**src/rtl/ksa_shuffle_s_if.sv**
```systemverilog
// Memory-port and control bundle between the KSA shuffle engine and its sequencer / S-memory.
// Latency: none (wires only).
// Backpressure: none; the engine owns the port whenever selector is high.
interface ksa_shuffle_s_if #(
    parameter int KEY_BYTES = 3
);
    logic                     start;
    logic [8*KEY_BYTES-1:0]   secret_key;
    logic [7:0]               q;
    logic [7:0]               address;
    logic [7:0]               data;
    logic                     wren;
    logic                     selector;
    logic                     finish;

    // Engine side: drives the memory port and status.
    modport master (
        input  start, secret_key, q,
        output address, data, wren, selector, finish
    );

    // Sequencer / memory side.
    modport slave (
        output start, secret_key, q,
        input  address, data, wren, selector, finish
    );
endinterface

```
**src/rtl/ksa_shuffle_s.sv**
```systemverilog
// RC4 key-scheduling shuffle over a 256x8 S-memory (j += S[i] + key[i mod KEY_BYTES]; swap S[i],S[j]).
// Latency: finish pulses 1 + 256*(2*RD_LAT+5) cycles after start is taken in IDLE.
// Backpressure: none; start is only looked at in IDLE, pulses while busy are ignored.
// Optional: define KSA_KEY_LATCH_EN to capture secret_key at start instead of reading it live.
module ksa_shuffle_s #(
    parameter int KEY_BYTES = 3,
    parameter int RD_LAT    = 1
) (
    input  logic              clk,
    input  logic              reset,
    ksa_shuffle_s_if.master   bus
);

    localparam int KW = (KEY_BYTES > 1) ? $clog2(KEY_BYTES) : 1;
    localparam int LW = (RD_LAT > 1) ? $clog2(RD_LAT) : 1;

    typedef enum logic [3:0] {
        IDLE, RD_I, WAIT_I, RD_J, WAIT_J, WR_I, WR_J, NEXT, DONE
    } state_t;

    state_t                 state;
    logic [7:0]             i;
    logic [7:0]             j;
    logic [7:0]             si;
    logic [7:0]             sj;
    logic [KW-1:0]          kidx;     // i mod KEY_BYTES, kept as its own wrapping counter
    logic [LW-1:0]          wcnt;     // read-latency wait counter
    logic [8*KEY_BYTES-1:0] key_src;
    logic [7:0]             key_byte;
    logic [7:0]             j_new;

`ifdef KSA_KEY_LATCH_EN
    logic [8*KEY_BYTES-1:0] key_q;

    // Capture the key when a shuffle is accepted so later key changes cannot disturb it.
    always_ff @(posedge clk or negedge reset) begin
        if (!reset) begin
            key_q <= '0;
        end else if (state == IDLE && bus.start) begin
            key_q <= bus.secret_key;
        end
    end

    assign key_src = key_q;
`else
    assign key_src = bus.secret_key;
`endif

    // Select key byte kidx; byte 0 is the most significant byte of the key.
    always_comb begin
        key_byte = '0;
        for (int k = 0; k < KEY_BYTES; k++) begin
            if (kidx == KW'(k)) begin
                key_byte = key_src[8*(KEY_BYTES-k)-1 -: 8];
            end
        end
    end

    // Next j uses the S[i] value arriving on q during the last read-wait cycle.
    assign j_new = j + bus.q + key_byte;

    // Shuffle sequencer; all memory-port outputs are registered and set on entry to each state.
    always_ff @(posedge clk or negedge reset) begin
        if (!reset) begin
            state        <= IDLE;
            i            <= '0;
            j            <= '0;
            si           <= '0;
            sj           <= '0;
            kidx         <= '0;
            wcnt         <= '0;
            bus.address  <= '0;
            bus.data     <= '0;
            bus.wren     <= 1'b0;
            bus.selector <= 1'b0;
            bus.finish   <= 1'b0;
        end else begin
            case (state)
                IDLE: begin
                    bus.finish <= 1'b0;
                    if (bus.start) begin
                        i            <= '0;
                        j            <= '0;
                        kidx         <= '0;
                        bus.address  <= '0;
                        bus.selector <= 1'b1;
                        state        <= RD_I;
                    end
                end
                RD_I: begin
                    wcnt  <= '0;
                    state <= WAIT_I;
                end
                WAIT_I: begin
                    if (wcnt == LW'(RD_LAT-1)) begin
                        si          <= bus.q;
                        j           <= j_new;
                        bus.address <= j_new;
                        state       <= RD_J;
                    end else begin
                        wcnt <= wcnt + LW'(1);
                    end
                end
                RD_J: begin
                    wcnt  <= '0;
                    state <= WAIT_J;
                end
                WAIT_J: begin
                    if (wcnt == LW'(RD_LAT-1)) begin
                        sj          <= bus.q;
                        bus.address <= i;
                        bus.data    <= bus.q;
                        bus.wren    <= 1'b1;
                        state       <= WR_I;
                    end else begin
                        wcnt <= wcnt + LW'(1);
                    end
                end
                WR_I: begin
                    // When i==j this rewrites the same cell with its original value.
                    bus.address <= j;
                    bus.data    <= si;
                    state       <= WR_J;
                end
                WR_J: begin
                    bus.wren <= 1'b0;
                    state    <= NEXT;
                end
                NEXT: begin
                    if (i == 8'hFF) begin
                        bus.selector <= 1'b0;
                        bus.finish   <= 1'b1;
                        state        <= DONE;
                    end else begin
                        i           <= i + 8'd1;
                        bus.address <= i + 8'd1;
                        kidx        <= (kidx == KW'(KEY_BYTES-1)) ? '0 : kidx + KW'(1);
                        state       <= RD_I;
                    end
                end
                DONE: begin
                    bus.finish <= 1'b0;
                    state      <= IDLE;
                end
                default: state <= IDLE;
            endcase
        end
    end

endmodule

```
**src/flat_wrapper.sv**
```systemverilog
// flat-port wrapper written by rule: the top's interface ports become plain ports
module ksa_shuffle_s_flat 
#(
    parameter int KEY_BYTES = 3,
    parameter int RD_LAT    = 1
)
  (clk, reset, bus_start, bus_secret_key, bus_q, bus_address, bus_data, bus_wren, bus_selector, bus_finish);
  ksa_shuffle_s_if #(.KEY_BYTES(KEY_BYTES)) bus_i ();
  input  logic clk;
  input  logic reset;
  input wire logic [$bits(bus_i.start)-1:0] bus_start;
  input wire logic [$bits(bus_i.secret_key)-1:0] bus_secret_key;
  input wire logic [$bits(bus_i.q)-1:0] bus_q;
  output wire logic [$bits(bus_i.address)-1:0] bus_address;
  output wire logic [$bits(bus_i.data)-1:0] bus_data;
  output wire logic [$bits(bus_i.wren)-1:0] bus_wren;
  output wire logic [$bits(bus_i.selector)-1:0] bus_selector;
  output wire logic [$bits(bus_i.finish)-1:0] bus_finish;
  assign bus_i.start = bus_start;
  assign bus_i.secret_key = bus_secret_key;
  assign bus_i.q = bus_q;
  assign bus_address = bus_i.address;
  assign bus_data = bus_i.data;
  assign bus_wren = bus_i.wren;
  assign bus_selector = bus_i.selector;
  assign bus_finish = bus_i.finish;
  ksa_shuffle_s #(.KEY_BYTES(KEY_BYTES), .RD_LAT(RD_LAT)) u_core (.clk(clk), .reset(reset), .bus(bus_i));
endmodule
```
**config.mk**
```make
export PLATFORM = sky130hd
export DESIGN_NAME = ksa_shuffle_s_flat
export DESIGN_NICKNAME = d
export VERILOG_FILES = /design/src/rtl/ksa_shuffle_s_if.sv /design/src/rtl/ksa_shuffle_s.sv /design/src/flat_wrapper.sv
export SDC_FILE = /design/constraint.sdc
export NUM_CORES = 1
export LEC_CHECK = 0
export CAP_MARGIN = 20
export CORE_MARGIN = 10
export CORE_UTILIZATION = 55
export CTS_BUF_LIST = sky130_fd_sc_hd__clkbuf_4 sky130_fd_sc_hd__clkbuf_8
export DETAILED_ROUTE_END_ITERATION = 16
export MAX_ROUTING_LAYER = met4
export PLACE_DENSITY = 0.94
export SYNTH_ARGS = -nofsm -noshare
export SYNTH_HDL_FRONTEND = slang
export SYNTH_SLANG_ARGS = --single-unit
```
**constraint.sdc**
```tcl
create_clock -name clk -period 4 [get_ports clk]
set_input_delay 0.8 -clock clk [delete_from_list [all_inputs] [get_ports clk]]
set_output_delay 0.8 -clock clk [all_outputs]
set_load 0.005 [all_outputs]
```
==> qor.txt, run 1 <==
status: complete, no violations
WL per Instance: 16.70 microns
Die X: 94.57 microns
CP Data Arrival Time: 3.48 ns
largest net degree at the start of global routing: 50
hold_buf cts: 0
vias in the first global route: 2680
DR vias/cell: 5.879
ys flop type: dfrtp_1
die area: 8943 sq um
drt drc: 0
maxcap violations: 0
Die Y: 94.57 microns
GRT Overall Usage: 0.1791
reg2reg start: u_core.kidx[0]
Boundary Pins: 54
hold crit path type: in -> async
Final period util: 0.8211
Setup Buffers After CTS: 0
Max FO, Critical Path: 2
highest-count cells in the layout ignoring fill and taps: 52 x clkdlybuf4s50_1, 49 x dfrtp_1, 43 x nand2_1, 40 x o21ai_0, 29 x inv_1
initial antenna violation count: 0
RSZ-0062 raised after global routing: false
CP required: 4.20 ns
buffers plus inverters on the worst setup path: 3
Post-Route WL: 7.598 mm
Final Setup Violations: 0
I/O Buffers: 53
Clock Sinks: 49
Slew @ Worst Pin: 0.7601 ns
grt total ovfl: 0
Nets: 432
commonest non-fill, non-tap cell in the layout: clkdlybuf4s50_1
maximum clock path buffer count: 2
Setup crit start kind: primary input
Core Region: 5439 sq um
gpl congestion: 0.9180
worst-path cell chain: clkdlybuf4s50_1, mux2i_1, nor2_1, a21oi_1, fa_1, inv_1, ha_1, inv_1, fa_1, nor2b_1, o21a_1, nor4_1, nor3_1, o21ai_0
#FFs+latches synth: 49
n_diodes: 0
Initial Util: 0.5622
mapped cell area: 3058 sq um
via count: 2675
synth unique cells: 51
FF-to-FF End: u_core.bus.address[5]
Worst VDD drop: 0.3532 mV
fill count: 427
Setup CP Type: in -> reg
Leak: 0.001728 uW
Clock Skew: 0.008346 ns
HPWL Detailed: 5.667 mm
sequential area share after synthesis: 0.4010
FFs w/ async S/R, synth: 1.000
Worst R2R Setup Slack: 0.76 ns
iteration-0 DRC count of the detailed router: 308
Worst Setup SP: bus_secret_key[17]
worst skew pair latency: 0.32 ns
CP peak stage delay: 0.46 ns
fmax: 304.5 MHz
worst r2r path cells: 12
setup_tns: 0 ns
Worst slew margin: 0.4933
max-slew violations: 0
Post-synth EDFFs: 0
share of cells above drive strength 1: 0.04700
Worst path slowest cell: fa_1
First-pass DRT Iterations: 8
synth warn: 0
Stages on worst setup path: 14
global-route wire length before repair: 12.55 mm
PD cells: 734.5 nW/um^2
# H-tree levels: 2
total power draw: 2729 uW
CTS clock-pin slew for the worst setup and hold paths: 0.09 ns
DRT antenna net count: 0
total CTS buffers: 5
critical path endpoint category: flop
CTS tree: built
Layout area overhead: 21.48%
standard-cell row count: 27
average cell area after synthesis: 9.074 sq um
Net Count, Synth: 387
post_cts resized: 0
Syn Inst Count: 337
crit path capture: u_core.bus.address[5]
min cycle time layout: 3.285 ns
root buffer cell: clkbuf_8
Fin. Hold Viols: 0
Top delay family on crit path: adder cells
-- cell usage after synthesis (4+ instances only) --
cell type / number / share of area
inv_1: 29 / 0.036
fa_1: 8 / 0.052
o21ai_0: 40 / 0.065
nand3_1: 10 / 0.016
nor3_1: 5 / 0.0082
nand2_1: 43 / 0.053
xor2_1: 5 / 0.014
ha_1: 7 / 0.029
xnor2_1: 4 / 0.011
nor2_1: 20 / 0.025
a21oi_1: 15 / 0.025
clkbuf_1: 9 / 0.011
or3_1: 5 / 0.010
dfrtp_1: 49 / 0.40
mux2i_1: 20 / 0.065
nand2b_1: 4 / 0.0082
nand4_1: 4 / 0.0082
-- stage by stage --
stage	utilization	setup WS [ns]	area [sq um]	hold WS, ns	instances
2_1_floorplan	-	1.078	3058	0.4454	337
3_3_place_gp	0.6616	0.5381	3598	0.4581	446
3_5_place_dp	0.6616	0.3679	3598	0.4699	446
4_1_cts	0.6793	0.7158	3695	0.4897	454
5_1_grt	0.6830	0.4854	3715	0.4168	455
6_report	0.6830	0.7154	3715	0.3949	455
-- power breakdown --
group / switching, uW / leakage [uW] / internal, uW
Clock: 177 / 0.0000512 / 141
Combinational: 842 / 0.00105 / 694
Sequential: 194 / 0.000627 / 681
-- worst reg2reg max path, stage by stage (launching register included) --
cell     delay [ns]
dfrtp_1        0.58
nor2b_1        0.47
a21oi_1        0.20
fa_1           0.45
inv_1          0.07
ha_1           0.16
inv_1          0.05
fa_1           0.40
nor2b_1        0.19
o21a_1         0.15
nor4_1         0.06
nor3_1         0.23
o21ai_0        0.11
-- metal layers --
layer | GRT usage | wire length (microns)
met1 | 0.2272 | 3305
met2 | 0.2815 | 3651
met3 | 0.03410 | 493
met4 | 0.05985 | 147
met5 | - | 0
-- cells by family after synthesis --
kind of cell / Yosys count / synth area share
buf+inv: 47 / 0.06505
mux: 21 / 0.06915
flops: 49 / 0.4010
xor+xnor: 9 / 0.02578
compound gates: 88 / 0.1772
fa+ha+maj: 15 / 0.08101
simple gates: 108 / 0.1808
-- worst min path at each step --
stage / end / slack, ns / depth (start not counted)
2_1_floorplan: u_core.si[7] / 0.45 / 2
3_3_place_gp: u_core.j[4] / 0.46 / 1
3_5_place_dp: u_core.si[4] / 0.47 / 2
4_1_cts: u_core.si[4] / 0.49 / 2
5_1_grt: u_core.kidx[1] / 0.42 / 1
6_report: u_core.i[6] / 0.39 / 1
-- registers in the layout, indices dropped and copies added (netlist names) --
register and count:
u_core.si 8, u_core.j 8, u_core.bus.data 8, u_core.bus.address 8
u_core.kidx 2, u_core.state 4, u_core.bus.selector 1, u_core.bus.wren 1
u_core.bus.finish 1, u_core.i 8
-- area by class of cell --
type	count	area, sq um	area share
Inverter	29	108.9	0.02930
Tap cell	72	90.09	0.02425
Timing Repair Buffer	56	560.5	0.1509
Clock buffer	6	82.58	0.02223
Multi-Input combinational cell	241	1633	0.4395
Clock inverter	2	13.76	0.003705
Sequential cell	49	1226	0.3301
No activity file was read; power rests on OpenSTA's default activity.
==> run 2: changes to the inputs <==
Settings changed: CORE_UTILIZATION 55 to 50, PLACE_DENSITY 0.94 to 0.9.
Clock period 4 ns to 2.75 ns, I/O delays scaled along.
==> run 2 against run 1 <==
The flow now finishes with violations (setup timing). Cell count increased by 4.6%. Count of clock-buffer cells in the layout decreased by 1. Clock power increased by 96%. Largest cell class unchanged. Combinational power increased by 84%. Flip-flop and latch count unchanged. Final area increased by 8.1%. Power increased by 74%. Highest routed layer unchanged.
==> qor.txt, run 2 (synthesis gave the netlist of run 1 again) <==
worst r2r path cells: 12
standard-cell row count: 28
Final Setup Violations: 5
highest-count cells in the layout ignoring fill and taps: 48 x dfrtp_1, 44 x clkdlybuf4s50_1, 43 x nand2_1, 38 x o21ai_0, 23 x inv_1
fmax: 352.3 MHz
Core Region: 5921 sq um
DRT antenna net count: 0
worst-path cell chain: clkdlybuf4s50_1, mux2i_1, nor2_1, a21oi_2, fa_1, inv_2, ha_4, nor2b_4, o2111ai_2, nand3_1, or3_4, nand4_1
Clock Sinks: 49
setup slack after layout: -0.08884 ns
I/O Buffers: 53
min cycle time layout: 2.839 ns
Setup CP Type: in -> reg
share of cells above drive strength 1: 0.1671
commonest non-fill, non-tap cell in the layout: dfrtp_1
Setup WS pre-CTS: -0.5307 ns
initial antenna violation count: 0
Clock Skew: 0.01477 ns
Final period util: 1.032
Int Pwr: 2696 uW
CTS clock-pin slew for the worst setup and hold paths: 0.10 ns
max-slew violations: 0
Nets: 450
hold crit path type: in -> async
Slew @ Worst Pin: 0.6433 ns
largest net degree at the start of global routing: 50
die area: 9644 sq um
Layout area overhead: 31.30%
switching share of power: 0.4315
total CTS buffers: 5
WL per Instance: 18.34 microns
drt drc: 0
Max FO, Critical Path: 4
clock power share: 0.131
Die X: 98.21 microns
CP peak stage delay: 0.47 ns
failing checks: setup timing
gpl congestion: 0.9080
status: finished with violations
total power draw: 4743 uW
setup_tns: -0.2472 ns
First-pass DRT Iterations: 5
DR vias/cell: 6.000
Psw: 2047 uW
HPWL Detailed: 6.123 mm
vias in the first global route: 2961
Post-Route WL: 8.731 mm
crit path capture: u_core.bus.address[7]
CP Data Arrival Time: 3.08 ns
maxcap violations: 0
FF-to-FF End: u_core.bus.address[7]
Worst R2R Setup Slack: -0.07 ns
Worst slew margin: 0.5712
critical path endpoint category: flop
Fin. Hold Viols: 0
Worst Setup SP: bus_secret_key[11]
Initial Util: 0.5165
Worst path slowest cell: fa_1
root buffer cell: clkbuf_8
global-route wire length before repair: 14.35 mm
GRT Overall Usage: 0.1809
via count: 2856
CTS tree: built
Worst VDD drop: 0.5120 mV
combinational share of power: 0.598
Reg power frac: 0.271
iteration-0 DRC count of the detailed router: 213
CP required: 2.99 ns
Setup crit start kind: primary input
maximum clock path buffer count: 2
# H-tree levels: 2
RSZ-0062 raised after global routing: true
grt total ovfl: 0
worst skew pair latency: 0.32 ns
Die Y: 98.21 microns
reg2reg start: u_core.kidx[0]
Boundary Pins: 54
Leak: 0.001876 uW
hold_buf cts: 0
n_diodes: 0
PD cells: 1181 nW/um^2
-- run 2: power by group through the flow --
stage / sequential [uW] / combinational [uW] / clock, uW
2_1_floorplan: 1140 / 1700 / 0
3_3_place_gp: 1270 / 2300 / 0
3_5_place_dp: 1280 / 2420 / 0
4_1_cts: 1270 / 2610 / 625
5_1_grt: 1310 / 3130 / 654
6_report: 1280 / 2830 / 624
-- run 2: cell type report --
class,count,area (sq um)
Clock buffer,5,68.82
Clock inverter,3,65.06
Fill cell,442,1906
Inverter,29,108.9
Multi-Input combinational cell,241,1763
Sequential cell,49,1227
Tap cell,75,93.84
Timing Repair Buffer,74,688.2
-- run 2: worst max-delay path: cells and delay by family --
| kind | cells | cell delay, ns |
|---|---|---|
| buffers and inverters | 2 | 0.49 |
| multiplexers | 1 | 0.15 |
| adder cells (fa/ha/maj) | 2 | 0.68 |
| AND/OR/NAND/NOR | 5 | 0.84 |
| AO/OA/AOI/OAI | 2 | 0.37 |
-- run 2: worst min-delay path by stage --
| stage | start | to | cells after the start |
|---|---|---|---|
| global route | reset | u_core.i[1] | 2 |
| global placement | u_core.j[4] | u_core.j[4] | 1 |
| floorplan | reset | u_core.bus.address[0] | 0 |
| CTS | reset | u_core.i[3] | 2 |
| detailed placement | u_core.si[7] | u_core.si[7] | 2 |
| finish | reset | u_core.i[3] | 2 |
-- run 2: metrics by stage --
step | hold slack (ns) | area, sq um | instances | util
after floorplan | 0.2544 | 3059 | 337 | -
after global placement | 0.4575 | 3722 | 465 | 0.6287
after detailed placement | 0.4668 | 3722 | 465 | 0.6287
after CTS | 0.3549 | 3930 | 475 | 0.6638
after global routing | 0.3866 | 4015 | 476 | 0.6781
final | 0.3108 | 4015 | 476 | 0.6781
-- run 2: timing repair --
item | 4_1_cts | 5_1_grt
resized for setup | 25 | 21
setup buffers | 2 | 1
endpoints found under the setup margin | 9 | 8
pin swaps | 23 | 12
-- run 2: layer usage --
metal / GRT usage / part of all wire
met5: - / 0
met2: 0.2995 / 0.50
met1: 0.2161 / 0.39
met3: 0.03453 / 0.086
met4: 0.05954 / 0.019
==> run 3: changes to the inputs <==
Settings changed: CORE_UTILIZATION 50 to 59, PLACE_DENSITY 0.9 to 0.95.
Clock period 2.75 ns to 3.4 ns, I/O delays scaled along.
==> run 3 against run 2 <==
The flow now finishes without violations. Worst hold slack got worse by 0.11 ns. Setup slack improved by 0.36 ns. Critical path depth rose by 2. First-iteration DRC count rose by 64%. Die area down 12%. Largest power group unchanged.
==> qor.txt, run 3 (synthesis gave the netlist of run 1 again) <==
Boundary Pins: 54
Leak: 0.001759 uW
root buffer cell: clkbuf_8
fin util: 0.7436
Setup crit start kind: primary input
Worst slew margin: 0.5113
grt total ovfl: 0
Cells after DPL: 449
commonest non-fill, non-tap cell in the layout: clkdlybuf4s50_1
drt drc: 0
highest-count cells in the layout ignoring fill and taps: 52 x clkdlybuf4s50_1, 49 x dfrtp_1, 43 x nand2_1, 40 x o21ai_0, 29 x inv_1
largest net degree at the start of global routing: 50
fmax: 319.4 MHz
standard-cell row count: 26
Max FO, Critical Path: 2
hold crit path type: in -> async
max-slew violations: 0
M1 WL: 3.204 mm
vias in the first global route: 2709
Layout area overhead: 23.40%
worst skew pair latency: 0.31 ns
final hold slack: 0.2038 ns
I/O Buffers: 53
First-pass DRT Iterations: 5
Fin. Hold Viols: 0
min cycle time layout: 3.130 ns
share of cells above drive strength 1: 0.05928
Worst VDD drop: 0.5077 mV
Clock Sinks: 49
PD cells: 885.1 nW/um^2
iteration-0 DRC count of the detailed router: 349
maxcap violations: 0
total power draw: 3340 uW
post_cts resized: 0
metal3 WL: 654 microns
highest metal used: met4
WL per Instance: 17.19 microns
Core Region: 5075 sq um
CTS tree: built
CTS clock-pin slew for the worst setup and hold paths: 0.09 ns
Setup Buffers After CTS: 0
CP Data Arrival Time: 3.33 ns
GRT Overall Usage: 0.1955
Die X: 91.99 microns
Final period util: 0.9207
critical path endpoint category: flop
combinational share of power: 0.557
Int Pwr: 1882 uW
Psw: 1458 uW
total CTS buffers: 5
HPWL Detailed: 5.827 mm
gpl congestion: 0.9247
Reg power frac: 0.310
Initial Util: 0.6026
Die Y: 91.99 microns
setup_tns: 0 ns
n_diodes: 0
via count: 2700
status: complete, no violations
Nets: 437
Setup CP Type: in -> reg
clock power share: 0.133
Final Non-Filler Cells: 458
maximum clock path buffer count: 2
RSZ-0062 raised after global routing: false
global-route wire length before repair: 13.25 mm
CP required: 3.60 ns
die area: 8462 sq um
Post-Route WL: 7.873 mm
switching share of power: 0.4364
initial antenna violation count: 0
DRT antenna net count: 0
Clock Skew: 0.004884 ns
DR vias/cell: 5.895
# H-tree levels: 2
met2 routed WL: 3.852 mm
Slew @ Worst Pin: 0.7330 ns
hold_buf cts: 0
Final Setup Violations: 0
==> run 3: through the flow <==
stage,instance area [sq um],worst slack [ns]
after floorplan,3058,0.4781
after global placement,3633,0.1230
after detailed placement,3633,0.01851
after CTS,3754,0.3113
after global routing,3774,0.09399
final,3774,0.2696
==> run 3: per-layer routing <==
layer,up-vias,global-route usage
met2,152,0.3141
met3,21,0.03830
met1,1259,0.2447
li1,1268,-
met4,0,0.05656
met5,-,-
==> run 3: worst paths after layout <==
kind,cells past startpoint,from,end,slack (ns)
max,14,bus_secret_key[17],u_core.bus.address[5],0.27
min,1,reset,u_core.i[5],0.20
max reg2reg,12,u_core.kidx[0],u_core.bus.address[5],0.31
min reg2reg,2,u_core.bus.data[1],u_core.bus.data[1],0.49
max in group asynchronous,2,reset,u_core.bus.data[5],2.72
min in group clk,2,u_core.bus.data[1],u_core.bus.data[1],0.49
==> run 3: critical path, cell delays in order <==
cell and delay [ns]:
clkdlybuf4s50_1 0.41, mux2i_1 0.13, nor2_1 0.05, a21oi_1 0.18
fa_1 0.46, inv_1 0.08, ha_1 0.16, inv_1 0.06
fa_1 0.41, nor2b_1 0.17, o21a_1 0.16, nor4_1 0.07
nor3_1 0.20, o21ai_0 0.10
==> run 3: final cells by class <==
cell class / count / area [sq um]
Multi-Input combinational cell: 241 / 1633
Fill cell: 364 / 1301
Sequential cell: 49 / 1226
Timing Repair Buffer: 61 / 598.1
Inverter: 29 / 108.9
Tap cell: 70 / 87.58
Clock buffer: 6 / 82.58
Clock inverter: 2 / 37.54
==> run 3: power groups by stage <==
stage          clock network (uW)  logic, uW  registers (uW)
3_3_place_gp                    0       1740            1030
2_1_floorplan                   0       1370             926
4_1_cts                       449       1840            1030
6_report                      444       1860            1030
3_5_place_dp                    0       1810            1040
5_1_grt                       469       2060            1070
